--- src/rtl/ahb_bridge_pkg.sv ---
// Shared AHB encodings, responder state enum and the byte-lane mask helper.
package ahb_bridge_pkg;

    typedef enum logic {
        HTRANS_IDLE   = 1'b0,
        HTRANS_NONSEQ = 1'b1
    } htrans_e;

    typedef enum logic [2:0] {
        HSIZE_BYTE = 3'd0,
        HSIZE_HALF = 3'd1,
        HSIZE_WORD = 3'd2
    } hsize_e;

    typedef enum logic [2:0] {
        ST_IDLE  = 3'd0,
        ST_WAIT  = 3'd1,
        ST_ERR1  = 3'd2,
        ST_ERR2  = 3'd3,
        ST_SLEEP = 3'd4
    } resp_state_e;

    // Little-endian lane enables for a transfer of 2**size bytes starting at
    // lane 'low'. Sized for buses up to 64 bits; callers truncate to their width.
    function automatic logic [7:0] lane_mask(input logic [2:0] size, input logic [2:0] low);
        logic [7:0] base;
        case (size)
            3'd0:    base = 8'h01;
            3'd1:    base = 8'h03;
            3'd2:    base = 8'h0F;
            default: base = 8'hFF;
        endcase
        return base << low;
    endfunction

endpackage

--- src/rtl/ahb_resp_mem.sv ---
// Word-organised register file: synchronous per-byte write, combinational read.
module ahb_resp_mem
#(
    parameter  int DATA_WIDTH = 32,
    parameter  int MEM_DEPTH  = 16,
    localparam int BYTES      = DATA_WIDTH / 8,
    localparam int IDX_W      = $clog2(MEM_DEPTH)
) (
    input  logic                  clk_i,
    input  logic                  rst_i,
    input  logic [BYTES-1:0]      we_i,
    input  logic [IDX_W-1:0]      idx_i,
    input  logic [DATA_WIDTH-1:0] wdata_i,
    output logic [DATA_WIDTH-1:0] rdata_o
);

    logic [MEM_DEPTH-1:0][DATA_WIDTH-1:0] mem_q;

    // Clear everything on reset, otherwise update only the enabled byte lanes.
    always_ff @(posedge clk_i) begin
        if (rst_i) begin
            mem_q <= '0;
        end else begin
            for (int b = 0; b < BYTES; b++) begin
                if (we_i[b]) mem_q[idx_i][b*8 +: 8] <= wdata_i[b*8 +: 8];
            end
        end
    end

    assign rdata_o = mem_q[idx_i];

endmodule

--- src/rtl/ahb_sink_responder.sv ---
// AHB-lite memory-backed slave with programmable wait states, two-cycle
// ERROR response for illegal transfers and a sleep handshake.
module ahb_sink_responder
    import ahb_bridge_pkg::*;
#(
    parameter int                    DATA_WIDTH  = 32,
    parameter int                    ADDR_WIDTH  = 32,
    parameter int                    MEM_DEPTH   = 16,
    parameter int                    WAIT_STATES = 1,
    parameter logic [ADDR_WIDTH-1:0] BASE_ADDR   = '0
) (
    input  logic                  i_clk_sink,
    input  logic                  i_rst_sink,
    input  logic                  i_hselx,
    input  logic                  i_htrans,
    input  logic [2:0]            i_hsize,
    input  logic                  i_hwrite,
    input  logic [ADDR_WIDTH-1:0] i_haddr,
    input  logic [DATA_WIDTH-1:0] i_hwdata,
    input  logic                  i_hready,
    input  logic                  i_sleep_req,
    output logic                  o_hreadyout,
    output logic                  o_hresp,
    output logic [DATA_WIDTH-1:0] o_hrdata,
    output logic                  o_sleep_ack
);

    localparam int                    BYTES     = DATA_WIDTH / 8;
    localparam int                    LANE_W    = $clog2(BYTES);
    localparam int                    IDX_W     = $clog2(MEM_DEPTH);
    localparam logic [ADDR_WIDTH-1:0] MEM_BYTES = ADDR_WIDTH'(BYTES * MEM_DEPTH);
    localparam logic [2:0]            WS        = 3'(WAIT_STATES);

    resp_state_e       state_q, state_d;
    logic [2:0]        cnt_q, cnt_d;
    logic [IDX_W-1:0]  idx_q, idx_d;
    logic [LANE_W-1:0] lane_q, lane_d;
    logic [2:0]        size_q, size_d;
    logic              write_q, write_d;

    logic [ADDR_WIDTH-1:0] offset;
    logic                  in_range, misaligned, legal;
    logic                  done, can_accept, accept;
    logic [BYTES-1:0]      we;
    logic [DATA_WIDTH-1:0] rdata;

    // Address decode on the live address phase; only the word index and the
    // lane offset are kept, since that is all the data phase needs.
    assign offset     = i_haddr - BASE_ADDR;
    assign in_range   = (i_haddr >= BASE_ADDR) && (offset < MEM_BYTES);
    assign misaligned = ((i_hsize == HSIZE_HALF) && i_haddr[0]) ||
                        ((i_hsize == HSIZE_WORD) && (i_haddr[1:0] != 2'b00));
    assign legal      = in_range && (i_hsize <= HSIZE_WORD) && !misaligned &&
                        (state_q != ST_SLEEP);

    // A data phase completes in the last WAIT cycle; a new address phase may
    // overlap it, or follow idle, sleep or the second error cycle.
    assign done       = (state_q == ST_WAIT) && (cnt_q == WS);
    assign can_accept = (state_q inside {ST_IDLE, ST_SLEEP, ST_ERR2}) || done;
    assign accept     = can_accept && i_hselx && (i_htrans == HTRANS_NONSEQ) && i_hready;

    // Next-state, captured address phase and bus response.
    always_comb begin
        state_d     = state_q;
        cnt_d       = cnt_q;
        idx_d       = idx_q;
        lane_d      = lane_q;
        size_d      = size_q;
        write_d     = write_q;
        o_hreadyout = 1'b1;
        o_hresp     = 1'b0;

        case (state_q)
            ST_IDLE: begin
                if (i_sleep_req) state_d = ST_SLEEP;
            end
            ST_WAIT: begin
                o_hreadyout = done;
                if (done) state_d = ST_IDLE;
                else      cnt_d   = cnt_q + 3'd1;
            end
            ST_ERR1: begin
                o_hreadyout = 1'b0;
                o_hresp     = 1'b1;
                state_d     = ST_ERR2;
            end
            ST_ERR2: begin
                o_hresp = 1'b1;
                state_d = ST_IDLE;
            end
            ST_SLEEP: begin
                if (!i_sleep_req) state_d = ST_IDLE;
            end
            default: state_d = ST_IDLE;
        endcase

        if (accept) begin
            state_d = legal ? ST_WAIT : ST_ERR1;
            cnt_d   = 3'd0;
            idx_d   = offset[LANE_W +: IDX_W];
            lane_d  = offset[LANE_W-1:0];
            size_d  = i_hsize;
            write_d = i_hwrite;
        end

        // Reset forces the idle response immediately, not just after the edge.
        if (i_rst_sink) begin
            o_hreadyout = 1'b1;
            o_hresp     = 1'b0;
        end
    end

    // State and captured address-phase registers.
    always_ff @(posedge i_clk_sink) begin
        if (i_rst_sink) begin
            state_q <= ST_IDLE;
            cnt_q   <= 3'd0;
            idx_q   <= '0;
            lane_q  <= '0;
            size_q  <= 3'd0;
            write_q <= 1'b0;
        end else begin
            state_q <= state_d;
            cnt_q   <= cnt_d;
            idx_q   <= idx_d;
            lane_q  <= lane_d;
            size_q  <= size_d;
            write_q <= write_d;
        end
    end

    // Write lanes only in the completing cycle; a concurrent reset aborts it.
    assign we = (done && write_q && !i_rst_sink) ? BYTES'(lane_mask(size_q, 3'(lane_q))) : '0;

    ahb_resp_mem #(
        .DATA_WIDTH (DATA_WIDTH),
        .MEM_DEPTH  (MEM_DEPTH)
    ) u_mem (
        .clk_i   (i_clk_sink),
        .rst_i   (i_rst_sink),
        .we_i    (we),
        .idx_i   (idx_q),
        .wdata_i (i_hwdata),
        .rdata_o (rdata)
    );

    assign o_hrdata    = (done && !write_q && !i_rst_sink) ? rdata : '0;
    assign o_sleep_ack = (state_q == ST_SLEEP) && !i_rst_sink;

endmodule

--- config.mk ---
export PLATFORM = sky130hd
export DESIGN_NAME = ahb_sink_responder
export DESIGN_NICKNAME = d
export VERILOG_FILES = /design/src/rtl/ahb_bridge_pkg.sv /design/src/rtl/ahb_resp_mem.sv /design/src/rtl/ahb_sink_responder.sv
export SDC_FILE = /design/constraint.sdc
export NUM_CORES = 1
export LEC_CHECK = 0
export BUFFER_PORTS_ARGS = -buffer_cell sky130_fd_sc_hd__buf_2
export CAP_MARGIN = 10
export CORE_ASPECT_RATIO = 0.75
export CORE_MARGIN = 2
export CORE_UTILIZATION = 54
export CTS_CLUSTER_DIAMETER = 100
export DETAILED_ROUTE_END_ITERATION = 8
export PLACE_DENSITY = 0.74
export SYNTH_ARGS = -nofsm -noshare
export SYNTH_HDL_FRONTEND = slang
export SYNTH_SLANG_ARGS = --single-unit
--- constraint.sdc ---
create_clock -name i_clk_sink -period 2.2 [get_ports i_clk_sink]
set_input_delay 0.22 -clock i_clk_sink [delete_from_list [all_inputs] [get_ports i_clk_sink]]
set_output_delay 0.22 -clock i_clk_sink [all_outputs]
set_load 0.03 [all_outputs]
==> results of run 1 <==
-- cell families after synthesis --
| group | Yosys count |
|---|---|
| simple gates | 802 |
| mux | 570 |
| flops | 528 |
| compound gates | 195 |
| buf+inv | 190 |
| fa+ha+maj | 2 |
| xor+xnor | 1 |
-- synthesized netlist by cell type --
cell type / instances
a2111oi_0: 3
a21o_1: 2
a21oi_1: 149
a31oi_1: 1
and2_1: 2
and3_1: 1
buf_1: 18
buf_2: 19
buf_4: 1
buf_6: 2
buf_8: 1
clkbuf_1: 146
dfxtp_1: 528
ha_1: 2
inv_1: 3
mux2i_1: 442
mux4_2: 128
nand2_1: 294
nand2b_1: 6
nand3_1: 3
nand4_1: 3
nand4_2: 1
nor2_1: 388
nor2b_1: 2
nor3_1: 3
nor3_2: 12
nor3_4: 39
nor3b_2: 2
nor4_1: 4
nor4_4: 6
o2111a_1: 1
o21a_1: 1
o21ai_0: 5
o22ai_1: 33
or2_2: 3
or3_1: 19
or3b_1: 1
or3b_4: 1
or4_1: 11
or4_4: 1
xnor2_1: 1
-- state kept, by name, indices dropped and copies added, names as in the netlist --
signal       count
idx_q            4
lane_q           2
write_q          1
size_q           3
u_mem.mem_q    512
cnt_q            3
state_q          3
-- area by class of cell --
class	instances	area share (%)
antenna	1	0.00795
clock buffer	70	4.90
clock inverter	24	1.14
inverter	3	0.0358
multi-input combinational	1571	45.9
sequential	528	33.6
tap	578	2.30
timing repair buffer	333	12.1
-- worst paths after layout --
| kind | startpoint | endpoint | slack (ns) | depth (start not counted) |
|---|---|---|---|---|
| setup / recovery | idx_q[0] | o_hrdata[20] | -0.55 | 7 |
| hold / removal | i_hwdata[17] | u_mem.mem_q[337] | 0.06 | 3 |
| setup reg to reg | cnt_q[0] | u_mem.mem_q[253] | -0.40 | 11 |
| hold reg to reg | u_mem.mem_q[242] | u_mem.mem_q[242] | 0.45 | 2 |
-- stage by stage --
step                setup TNS (ns)  instance area [µm²]  total power [mW]  instances  worst slack [ns]
finish                      -77.09                31500              20.5       3108            -0.550
global route               -102.38                31500              21.1       3108            -0.625
CTS                         -68.27                29900              20.4       3101            -0.535
detailed placement          -40.41                26800              10.7       2967            -0.279
global placement            -28.74                26800              10.7       2967            -0.229
floorplan                    -9.63                24200              10.4       2288            -0.118
-- worst reg2reg max path: cells and delay by family, from the launching register on --
family | cells | cell delay, ns
buffers and inverters | 5 | 0.73
flip-flops | 1 | 0.37
AND/OR/NAND/NOR | 4 | 1.12
AO/OA/AOI/OAI | 1 | 0.16
adder cells (fa/ha/maj) | 1 | 0.14
-- report_power, final --
group | internal [mW] | switching (mW) | total [mW]
Sequential | 9.57 | 0.0195 | 9.59
Clock | 5.95 | 3.87 | 9.82
Combinational | 0.381 | 0.741 | 1.12
-- metal layers --
| metal | share of wire (%) | routed length, µm | up-vias | track usage (%) |
|---|---|---|---|---|
| met3 | 6.5 | 4490 | 147 | 3.84 |
| met5 | 0 | 0 | - | 0 |
| met1 | 41 | 28500 | 9474 | 38.2 |
| met2 | 50 | 34600 | 707 | 48.7 |
| li1 | - | - | 8439 | - |
| met4 | 2.8 | 1920 | 0 | 9.60 |
-- what timing repair did --
| action | in CTS | in global routing |
|---|---|---|
| endpoints found under the setup margin | 308 | 530 |
| hold buffers | 11 | 0 |
| gates cloned | 6 | 5 |
| pin swaps | 148 | 181 |
| setup buffers | 23 | 10 |
| endpoints found under the hold margin | 11 | 0 |
| resized for setup | 197 | 408 |
==> reports/results.tsv, run 1 <==
stage	metric	value	unit
global_routing	largest net degree at the start of global routing	262	
cells_and_area	commonest non-fill, non-tap cell in the layout	dfxtp_1	
critical_path	CP dominant cell by count	buf_12	
synth	largest family of logic cells by synthesized area	multiplexers	
cts	Clk Latency, worst-skew pair	0.59	ns
critical_path	CP Data Required Time	1.98	ns
drt	total routed wirelength	69500	µm
cts	CTS buffer count	50	
timing	Worst Tran Pin Value	1.24	ns
power	Worst VDD drop	691	µV
synth	#FFs+latches synth	528	
timing	max-slew violation total from the final report	0	
cells_and_area	Area Growth Syn to Fin	33.4	%
synth	sequential share of the synthesized area	44.8	%
drt	routed len/inst	22.3	µm
floorplanning	Core Rows	66	
global_routing	GRT overflow	0	
cells_and_area	Register Area	10600	µm²
synth	mux contribution to synthesized area	31.0	%
power	PwrDens	652	nW/µm²
drt	DR vias	18800	
timing	Final WS setup	-0.550	ns
floorplanning	num ports	109	
synth	syn nets	2364	
timing	Final Hold Viols	0	
critical_path	CP top delay family	multiplexers	
power	leakage power	11.3	nW
drt	drt pass-1 iters	7	
hold_path	hold crit path type	in2reg	
cells_and_area	Fillers	2751	
synth	Mapped Area	23600	µm²
timing	Slew HR	17.4	%
timing	fmax	0.364	GHz
critical_path	Startpoint Class	flop	
timing	final hold slack	0.0630	ns
drt	DRC	0	
cells_and_area	Multi-input gate area	14500	µm²
cts	CTS tree	done	
synth	Post-Syn Instances	2288	
cts	clk slew on worst S/H paths	0.07	ns
critical_path	maximum fanout along the worst path	9	
timing	clk_skew	0.0204	ns
cts	CTS Root Cell	clkbuf_16	
cells_and_area	final core occ	72.8	%
floorplanning	die height	185	µm
drt	Final ANT Viol Nets	0	
drt	Via density	6.04	
global_routing	Tot GR Track Use	28.7	%
flow_run	max cap viols	0	
timing	RSZ-0062 raised after global routing	yes	
run_status	status	finished, violations left	
critical_path	Crit Path Class	reg2out	
critical_path	critical-path cell list	buf_12 -> buf_12 -> mux4_2 -> mux2i_1 -> buf_4 -> o22ai_4 -> buf_6	
floorplanning	core area	43300	µm²
cts	H-tree depth	2	
placed_design	port bufs	108	
floorplanning	DIE WIDTH	245	µm
cells_and_area	share of layout cells above drive strength 1	40.5	%
synth	post-synthesis adder-cell area fraction	0.106	%
cells_and_area	most frequent cells in the layout	521 x dfxtp_1, 390 x mux2i_1, 388 x nor2_1	
cts	clk sink count	528	
cells_and_area	Final nets	2563	
synth	Ys Warns	0	
critical_path	Worst EP arrival	2.53	ns
floorplanning	die area	45400	µm²
timing	fin crit share	125	%
critical_path	Critical Path Max Stage Delay	0.49	ns
global_routing	first-pass GRT wire length	103000	µm
synth	unique cell type count in the Yosys netlist	41	
timing	Period minus WS final	2.75	ns
critical_path	slowest CP cell	mux4_2	
global_routing	initial antenna violation count	1	
global_routing	vias in the first global route	18800	
drt	drt first-iter violations	1667	
timing	final setup vio count	259	
placed_design	Post-DP HPWL	39900	µm
synth	largest cells by area after synthesis	dfxtp_1 45%, mux2i_1 19%, mux4_2 12%	
run_status	violated checks	negative setup slack	
synth	post-synthesis compound-gate area fraction	4.42	%
synth	leading area contributor after synthesis	dfxtp_1	
synth	Post-Synth Simple-Gate Area	16.4	%
cts	clock tree buffer depth	3	
placed_design	gp weighted congestion	0.814	
synth	Syn Area/Cell	10.3	µm²
synth	top cell type's share of synthesized area	44.8	%
floorplanning	Initial Util	54.5	%
critical_path	worst path buffer plus inverter count	4	
synth	XOR/XNOR share of the synthesized area	0.0371	%
critical_path	critical path endpoint category	output port	
Note: power is estimated with default switching activity, not from simulation.
==> run 2, diff against run 1 <==
--- a/config.mk
+++ b/config.mk
@@ -7,7 +7,6 @@
 export LEC_CHECK = 0
 export BUFFER_PORTS_ARGS = -buffer_cell sky130_fd_sc_hd__buf_2
 export CAP_MARGIN = 10
-export CORE_ASPECT_RATIO = 0.75
 export CORE_MARGIN = 2
 export CORE_UTILIZATION = 54
 export CTS_CLUSTER_DIAMETER = 100
==> run 2 against run 1 <==
  * The run still ends with negative setup slack left
  * Setup slack lost 0.015 ns
  * Clock skew shrank 0.0012 ns
  * Cell area shrank 5.2%
  * Largest cell class unchanged
==> reports/results.tsv, run 2 (synthesis results as in run 1) <==
stage	metric	value	unit	change
run_status	status	finished, violations left		
run_status	violated checks	negative setup slack		
timing	fin crit share	126	%	+0.70 points
drt	drt pass-1 iters	6		-1
timing	final setup vio count	438		+69%
placed_design	DP Cell Count	2966		-0.034%
power	clock share of power	48.0	%	+0.2 points
hold_path	hold crit path type	in2reg		
critical_path	maximum fanout along the worst path	15		+6
hold_path	HP Start	i_hwdata[29]		
timing	clk_skew	0.0192	ns	-0.00115 ns
cts	clock tree buffer depth	3		unchanged
critical_path	critical path endpoint category	output port		
critical_path	Critical R2R Capture	u_mem.mem_q[402]		
critical_path	slowest CP cell	mux4_2		
drt	Via density	5.80		-3.9%
cts	Clk Latency, worst-skew pair	0.62	ns	+0.03 ns
timing	Final Hold Viols	0		unchanged
cts	H-tree depth	2		unchanged
placed_design	port bufs	108		unchanged
global_routing	Tot GR Track Use	27.6	%	-1.1 points
placed_design	Place WS	-0.271	ns	+0.00810 ns
power	share of power burned in registers	47.2	%	+0.5 points
critical_path	CP top delay family	multiplexers		
floorplanning	Core Rows	76		+15%
power	Internal	15.8	mW	-0.62%
global_routing	largest net degree at the start of global routing	240		-8.4%
cells_and_area	biggest regs	u_mem.mem_q: 512 flops, idx_q: 4 flops		
hold_path	worst hold path stage count	3		unchanged
critical_path	Worst EP arrival	2.54	ns	about the same
critical_path	worst path buffer plus inverter count	3		-1
critical_path	critical-path cell list	buf_12 -> buf_12 -> mux4_2 -> mux2i_2 -> o22ai_4 -> buf_6		
placed_design	Post-DP HPWL	38400	µm	-3.7%
critical_path	Critical Path Max Stage Delay	0.52	ns	+0.03 ns
drt	Final ANT Viol Nets	0		unchanged
timing	Worst Tran Pin Value	1.09	ns	-0.146 ns
power	leakage power	10.6	nW	-6.5%
hold_path	WHS Endpoint	u_mem.mem_q[413]		
critical_path	Crit Path Class	reg2out		
critical_path	CP Data Required Time	1.98	ns	about the same
global_routing	vias in the first global route	18400		-1.9%
power	Overall Power	20.3	mW	-0.98%
drt	drt first-iter violations	1744		+4.6%
timing	fmax	0.362	GHz	-0.55%
floorplanning	die height	213	µm	+15%
cts	clk sink count	528		unchanged
power	Sw Pwr	4.53	mW	-2.2%
power	switching share of power	22.3	%	-0.28 points
power	Worst VDD drop	646	µV	-6.6%
floorplanning	Initial Util	54.8	%	+0.25 points
floorplanning	num ports	109		unchanged
cts	clk slew on worst S/H paths	0.06	ns	about the same
cells_and_area	most frequent cells in the layout	523 x dfxtp_1, 419 x mux2i_1, 387 x nor2_1		
timing	RSZ-0062 raised after global routing	yes		
critical_path	CP dominant cell by count	buf_12		
global_routing	first-pass GRT wire length	98500	µm	-4.6%
timing	Slew HR	27.1	%	+9.7 points
cts	CTS Root Cell	clkbuf_16		
power	combinational power share	4.9	%	-0.6 points
timing	Final WS setup	-0.565	ns	-0.0153 ns
timing	Period minus WS final	2.76	ns	+0.0153 ns
cts	CTS tree	done		
global_routing	initial antenna violation count	1		unchanged
critical_path	R2R depth	10		-1
drt	DRC	0		unchanged
global_routing	GRT overflow	0		unchanged
cells_and_area	Final nets	2557		-0.23%
cells_and_area	Largest Register	u_mem.mem_q		
floorplanning	DIE WIDTH	213	µm	-13%
floorplanning	core area	43100	µm²	-0.45%
critical_path	Startpoint Class	flop		
cts	CTS buffer count	54		+8.0%
power	PwrDens	681	nW/µm²	+4.4%
timing	max-slew violation total from the final report	0		unchanged
cells_and_area	post-route insts no fill	3111		+0.097%
drt	total routed wirelength	62600	µm	-9.8%
timing	Fin Setup TNS	-61.45	ns	+15.64 ns
drt	routed len/inst	20.1	µm	-9.9%
cells_and_area	share of layout cells above drive strength 1	27.3	%	-13 points
critical_path	CP Depth	6		-1
cells_and_area	max FFs per register	512		unchanged
drt	DR vias	18100		-3.8%
placed_design	gp weighted congestion	0.813		-0.11%
floorplanning	die area	45400	µm²	about the same
flow_run	max cap viols	0		unchanged
cells_and_area	Area Growth Syn to Fin	26.6	%	
cells_and_area	commonest non-fill, non-tap cell in the layout	dfxtp_1		
critical_path	R2R Setup Slk	-0.26	ns	+0.14 ns
critical_path	Reg2Reg Launch Point	cnt_q[1]		
[run 2: cell types whose count changed in the layout (fill, tap and decap cells not counted), moves of 8 or more]
| cell | before | now |
|---|---|---|
| nand2_1 | 120 | 293 |
| a21oi_1 | 29 | 145 |
| a21oi_2 | 120 | 4 |
| nand2_2 | 109 | 1 |
| nand2_4 | 65 | 0 |
| mux2i_1 | 390 | 419 |
| buf_6 | 69 | 48 |
| buf_4 | 80 | 96 |
| mux2i_2 | 37 | 22 |
| mux2i_4 | 15 | 1 |
| dlygate4sd3_1 | 11 | 21 |
| buf_12 | 82 | 73 |
| clkbuf_8 | 13 | 22 |
| buf_8 | 10 | 2 |
[run 2: worst max path at each step]
stage / start / end / slack, ns
5_1_grt: idx_q[0] / o_hrdata[16] / -0.65
2_1_floorplan: cnt_q[0] / u_mem.mem_q[248] / -0.12
4_1_cts: cnt_q[1] / o_hrdata[17] / -0.64
6_report: idx_q[0] / o_hrdata[16] / -0.56
3_3_place_gp: cnt_q[1] / u_mem.mem_q[400] / -0.22
3_5_place_dp: cnt_q[1] / u_mem.mem_q[334] / -0.27
[run 2: layout make-up]
cell class	count	area, µm²
fillers	2958	13200
multi-input cells	1570	13000
flip-flops and latches	528	10600
repair buffers	324	3580
clock buffers	84	1710
well taps	585	732
clock inverters	16	218
inverters	3	11.3
diodes	1	2.50
[run 2: power groups by stage]
| stage | Combinational, mW | Clock (mW) | Sequential (mW) |
|---|---|---|---|
| after floorplan | 0.561 | 0 | 9.80 |
| after global placement | 0.889 | 0 | 9.80 |
| after detailed placement | 0.906 | 0 | 9.80 |
| after CTS | 0.967 | 9.88 | 9.59 |
| after global routing | 1.05 | 10.2 | 9.59 |
| final | 0.990 | 9.75 | 9.59 |
[run 2: tightest hold or removal path, delay by kind of cell]
family          cells  cell delay [ns]
compound gates      1             0.05
buf+inv             1             0.21
simple gates        1             0.09
[run 2: repair_timing]
item,CTS,global route
setup endpoints to repair,350,545
hold buffers,21,0
endpoints found under the hold margin,38,0
pin swaps,15,37
gates resized for setup,125,53
setup buffers,19,4
gates cloned,4,4
[run 2: per-stage QoR]
step / utilization, % / instance area (µm²) / hold slack [ns]
after floorplan: - / 24200 / 0.366
after global placement: 62.0 / 26700 / 0.434
after detailed placement: 62.0 / 26700 / 0.441
after CTS: 68.7 / 29600 / 0.000674
after global routing: 69.3 / 29900 / 0.0311
final: 69.3 / 29900 / 0.0228
[run 2: layer usage]
layer | track usage, % | vias up | share of wire (%) | routed length, µm
met3 | 4.25 | 110 | 5.2 | 3280
li1 | - | 8425 | - | -
met5 | 0 | - | 0 | 0
met2 | 48.3 | 535 | 50 | 31400
met4 | 9.91 | 0 | 2.7 | 1690
met1 | 34.7 | 8986 | 42 | 26300
==> run 3, diff against run 2 <==
--- a/config.mk
+++ b/config.mk
@@ -5,6 +5,7 @@
 export SDC_FILE = /design/constraint.sdc
 export NUM_CORES = 1
 export LEC_CHECK = 0
+export ABC_AREA = 1
 export BUFFER_PORTS_ARGS = -buffer_cell sky130_fd_sc_hd__buf_2
 export CAP_MARGIN = 10
 export CORE_MARGIN = 2
==> run 3 against run 2 <==
  * The run still ends with negative setup slack left
  * Area after synthesis grew 4.8%
  * Final cell count increased by 42%
  * Global-route usage increased by 8.4 points
  * Clock skew is 0.0065 ns lower
  * Worst hold slack better by 0.044 ns
  * Via count grew 47%
  * Cell area increased by 3.5%
  * Setup slack improved by 0.13 ns
  * Die area grew 4.7%
  * Critical path type unchanged
  * Largest power group is now registers
==> reports/results.tsv, run 3 <==
stage	metric	value	unit	change
cells_and_area	most frequent cells in the layout	797 x nand2_1, 637 x nor2_1, 522 x dfxtp_1		
critical_path	CP Depth	9		+3
floorplanning	die height	218	µm	+2.3%
synth	Syn Area/Cell	6.82	µm²	-34%
drt	DRC	0		unchanged
cells_and_area	max FFs per register	512		unchanged
timing	clk_skew	0.0127	ns	-0.00649 ns
power	Worst VDD drop	714	µV	+11%
cells_and_area	biggest regs	u_mem.mem_q: 512 flops, idx_q: 4 flops		
placed_design	DP Cell Count	4213		+42%
cts	CTS tree	done		
power	switching share of power	26.4	%	+4.1 points
power	combinational power share	11.8	%	+6.9 points
synth	ys async rst share	0	%	unchanged
cells_and_area	Final nets	3832		+50%
placed_design	port bufs	108		unchanged
cells_and_area	commonest non-fill, non-tap cell in the layout	nand2_1		
cells_and_area	post-route insts no fill	4405		+42%
critical_path	Worst EP arrival	2.41	ns	-0.13 ns
timing	RSZ-0062 raised after global routing	yes		
critical_path	Startpoint Class	flop		
global_routing	GRT overflow	0		unchanged
cells_and_area	post-route cell area	30900	µm²	+3.5%
power	leakage power	12.9	nW	+21%
drt	Final ANT Viol Nets	0		unchanged
floorplanning	num ports	109		unchanged
timing	Final WS setup	-0.432	ns	+0.133 ns
critical_path	CP top delay family	buffers and inverters		
cts	CTS buffer count	55		+1.9%
global_routing	initial antenna violation count	8		+7
critical_path	R2R depth	13		+3
drt	total routed wirelength	88700	µm	+42%
critical_path	Crit Path Class	reg2out		
cts	clock tree buffer depth	3		unchanged
cells_and_area	Largest Register	u_mem.mem_q		
global_routing	first-pass GRT wire length	137000	µm	+39%
flow_run	max cap viols	0		unchanged
hold_path	hold crit path type	in2reg		
floorplanning	DIE WIDTH	218	µm	+2.3%
placed_design	gp weighted congestion	0.899		+11%
synth	top cell type's share of synthesized area	42.8	%	-2.0 points
global_routing	vias in the first global route	25000		+35%
synth	#FFs+latches synth	528		unchanged
critical_path	critical path endpoint category	output port		
power	Overall Power	21.5	mW	+5.9%
timing	Final Hold Viols	0		unchanged
synth	most instantiated cells after synthesis	814 x nand2_1, 675 x nor2_1, 528 x dfxtp_1, 351 x nand4_1, 229 x a21oi_1		
synth	Post-Syn Instances	3626		+58%
drt	Via density	6.01		+3.6%
floorplanning	die area	47500	µm²	+4.7%
cells_and_area	share of layout cells above drive strength 1	17.7	%	-9.6 points
synth	sequential share of the synthesized area	42.8	%	-2.0 points
floorplanning	core area	45300	µm²	+5.1%
synth	unique cell type count in the Yosys netlist	31		-24%
synth	EDFF count, synth	0		unchanged
drt	drt pass-1 iters	6		unchanged
timing	Period minus WS final	2.63	ns	-0.133 ns
timing	Fin Setup TNS	-10.96	ns	+50.49 ns
placed_design	Place WS	-0.0169	ns	+0.254 ns
critical_path	maximum fanout along the worst path	10		-5
timing	fin crit share	120	%	-6.0 points
cts	CTS Root Cell	clkbuf_16		
critical_path	Critical Path Max Stage Delay	0.36	ns	-0.16 ns
cts	clk sink count	528		unchanged
critical_path	slowest CP cell	dfxtp_4		
drt	drt first-iter violations	3592		+110%
global_routing	Tot GR Track Use	36.0	%	+8.4 points
synth	largest cells by area after synthesis	dfxtp_1 43%, nand2_1 12%, nor2_1 10%		
floorplanning	Initial Util	54.6	%	-0.19 points
placed_design	area post-placement	26700	µm²	about the same
run_status	status	finished, violations left		
power	clock share of power	43.6	%	-4.4 points
cts	H-tree depth	2		unchanged
critical_path	critical-path cell list	buf_6 -> nand2_8 -> buf_4 -> clkbuf_16 -> o22ai_1 -> o21ai_1 -> nand3_1 -> nor2_1 -> buf_4		
timing	final setup vio count	32		-93%
timing	fmax	0.380	GHz	+5.0%
power	PwrDens	696	nW/µm²	+2.3%
synth	leading area contributor after synthesis	dfxtp_1		
critical_path	worst path buffer plus inverter count	4		+1
cts	Clk Latency, worst-skew pair	0.62	ns	about the same
cells_and_area	Area Growth Syn to Fin	25.1	%	
run_status	violated checks	negative setup slack		
power	Sw Pwr	5.69	mW	+26%
synth	Ys Warns	0		unchanged
synth	count leader, synth	nand2_1		
timing	max-slew violation total from the final report	0		unchanged
hold_path	worst hold path stage count	3		unchanged
cts	clk slew on worst S/H paths	0.07	ns	about the same
timing	Worst Tran Pin Value	1.30	ns	+0.206 ns
synth	Post-synth top flop	dfxtp_1		
drt	routed len/inst	20.1	µm	about the same
floorplanning	Core Rows	78		+2.6%
placed_design	Post-DP HPWL	50100	µm	+30%
critical_path	CP Data Required Time	1.98	ns	about the same
drt	DR vias	26500		+47%
global_routing	largest net degree at the start of global routing	219		-8.8%
power	Internal	15.8	mW	+0.29%
synth	syn nets	3702		+57%
power	share of power burned in registers	44.6	%	-2.6 points
critical_path	CP dominant cell by count	buf_4		
timing	Slew HR	13.4	%	-14 points
synth	Mapped Area	24700	µm²	+4.8%
[run 3: final cells by class]
cell class,count,area (µm²)
timing repair buffer,397,4200
inverter,218,850
clock buffer,85,1670
sequential,528,10600
fill,3676,14400
multi-input combinational,2556,12700
tap,600,751
clock inverter,12,115
antenna,9,22.5
[run 3: kinds of logic after synthesis]
kind of cell | Yosys count | synth area share [%]
fa+ha+maj | 2 | 0.101
simple gates | 1957 | 34.7
compound gates | 595 | 13.4
buf+inv | 544 | 9.09
flops | 528 | 42.8
[run 3: layer usage]
metal  GRT usage [%]  up-vias  wire length, µm
met5               0        -                0
met4            23.2        0             5870
met3            6.88      367             8830
met2            57.7     1625            40100
met1            44.4    12100            33900
li1                -    12400                -
[run 3: power by group through the flow]
stage                     logic (mW)  registers (mW)  clock network (mW)
after floorplan                 1.11            9.80                   0
after global placement          1.92            9.80                   0
after detailed placement        1.91            9.80                   0
after CTS                       2.34            9.59                9.38
after global routing            2.64            9.59                9.80
final                           2.54            9.59                9.40
[run 3: through the flow]
step / hold slack (ns) / utilization, %
after floorplan: 0.355 / -
after global placement: 0.443 / 58.9
after detailed placement: 0.449 / 58.9
after CTS: 0.0503 / 66.7
after global routing: 0.0802 / 68.3
final: 0.0671 / 68.3
[run 3: timing repair]
item / 4_1_cts / 5_1_grt
resized for setup: 251 / 136
endpoints found under the setup margin: 32 / 103
pin swaps: 43 / 62
endpoints found under the hold margin: 12 / 0
hold buffers: 12 / 0
cloned: 22 / 5
buffers inserted: 34 / 19
[run 3: worst paths after layout]
| path | slack (ns) | end | start |
|---|---|---|---|
| min reg2reg | 0.46 | u_mem.mem_q[76] | u_mem.mem_q[76] |
| min | 0.07 | u_mem.mem_q[304] | i_hwdata[16] |
| max | -0.43 | o_hrdata[3] | idx_q[0] |
| max reg2reg | 0.03 | u_mem.mem_q[385] | cnt_q[1] |
[run 3: worst reg2reg max path: stages (launching register included)]
cell       delay (ns)
dfxtp_2          0.32
inv_2            0.06
ha_4             0.12
inv_2            0.03
nor2_2           0.08
nand3_2          0.08
buf_4            0.16
nor3_4           0.24
buf_4            0.18
clkbuf_16        0.15
buf_16           0.26
nand4_1          0.22
nand2_1          0.12
nor2_1           0.06
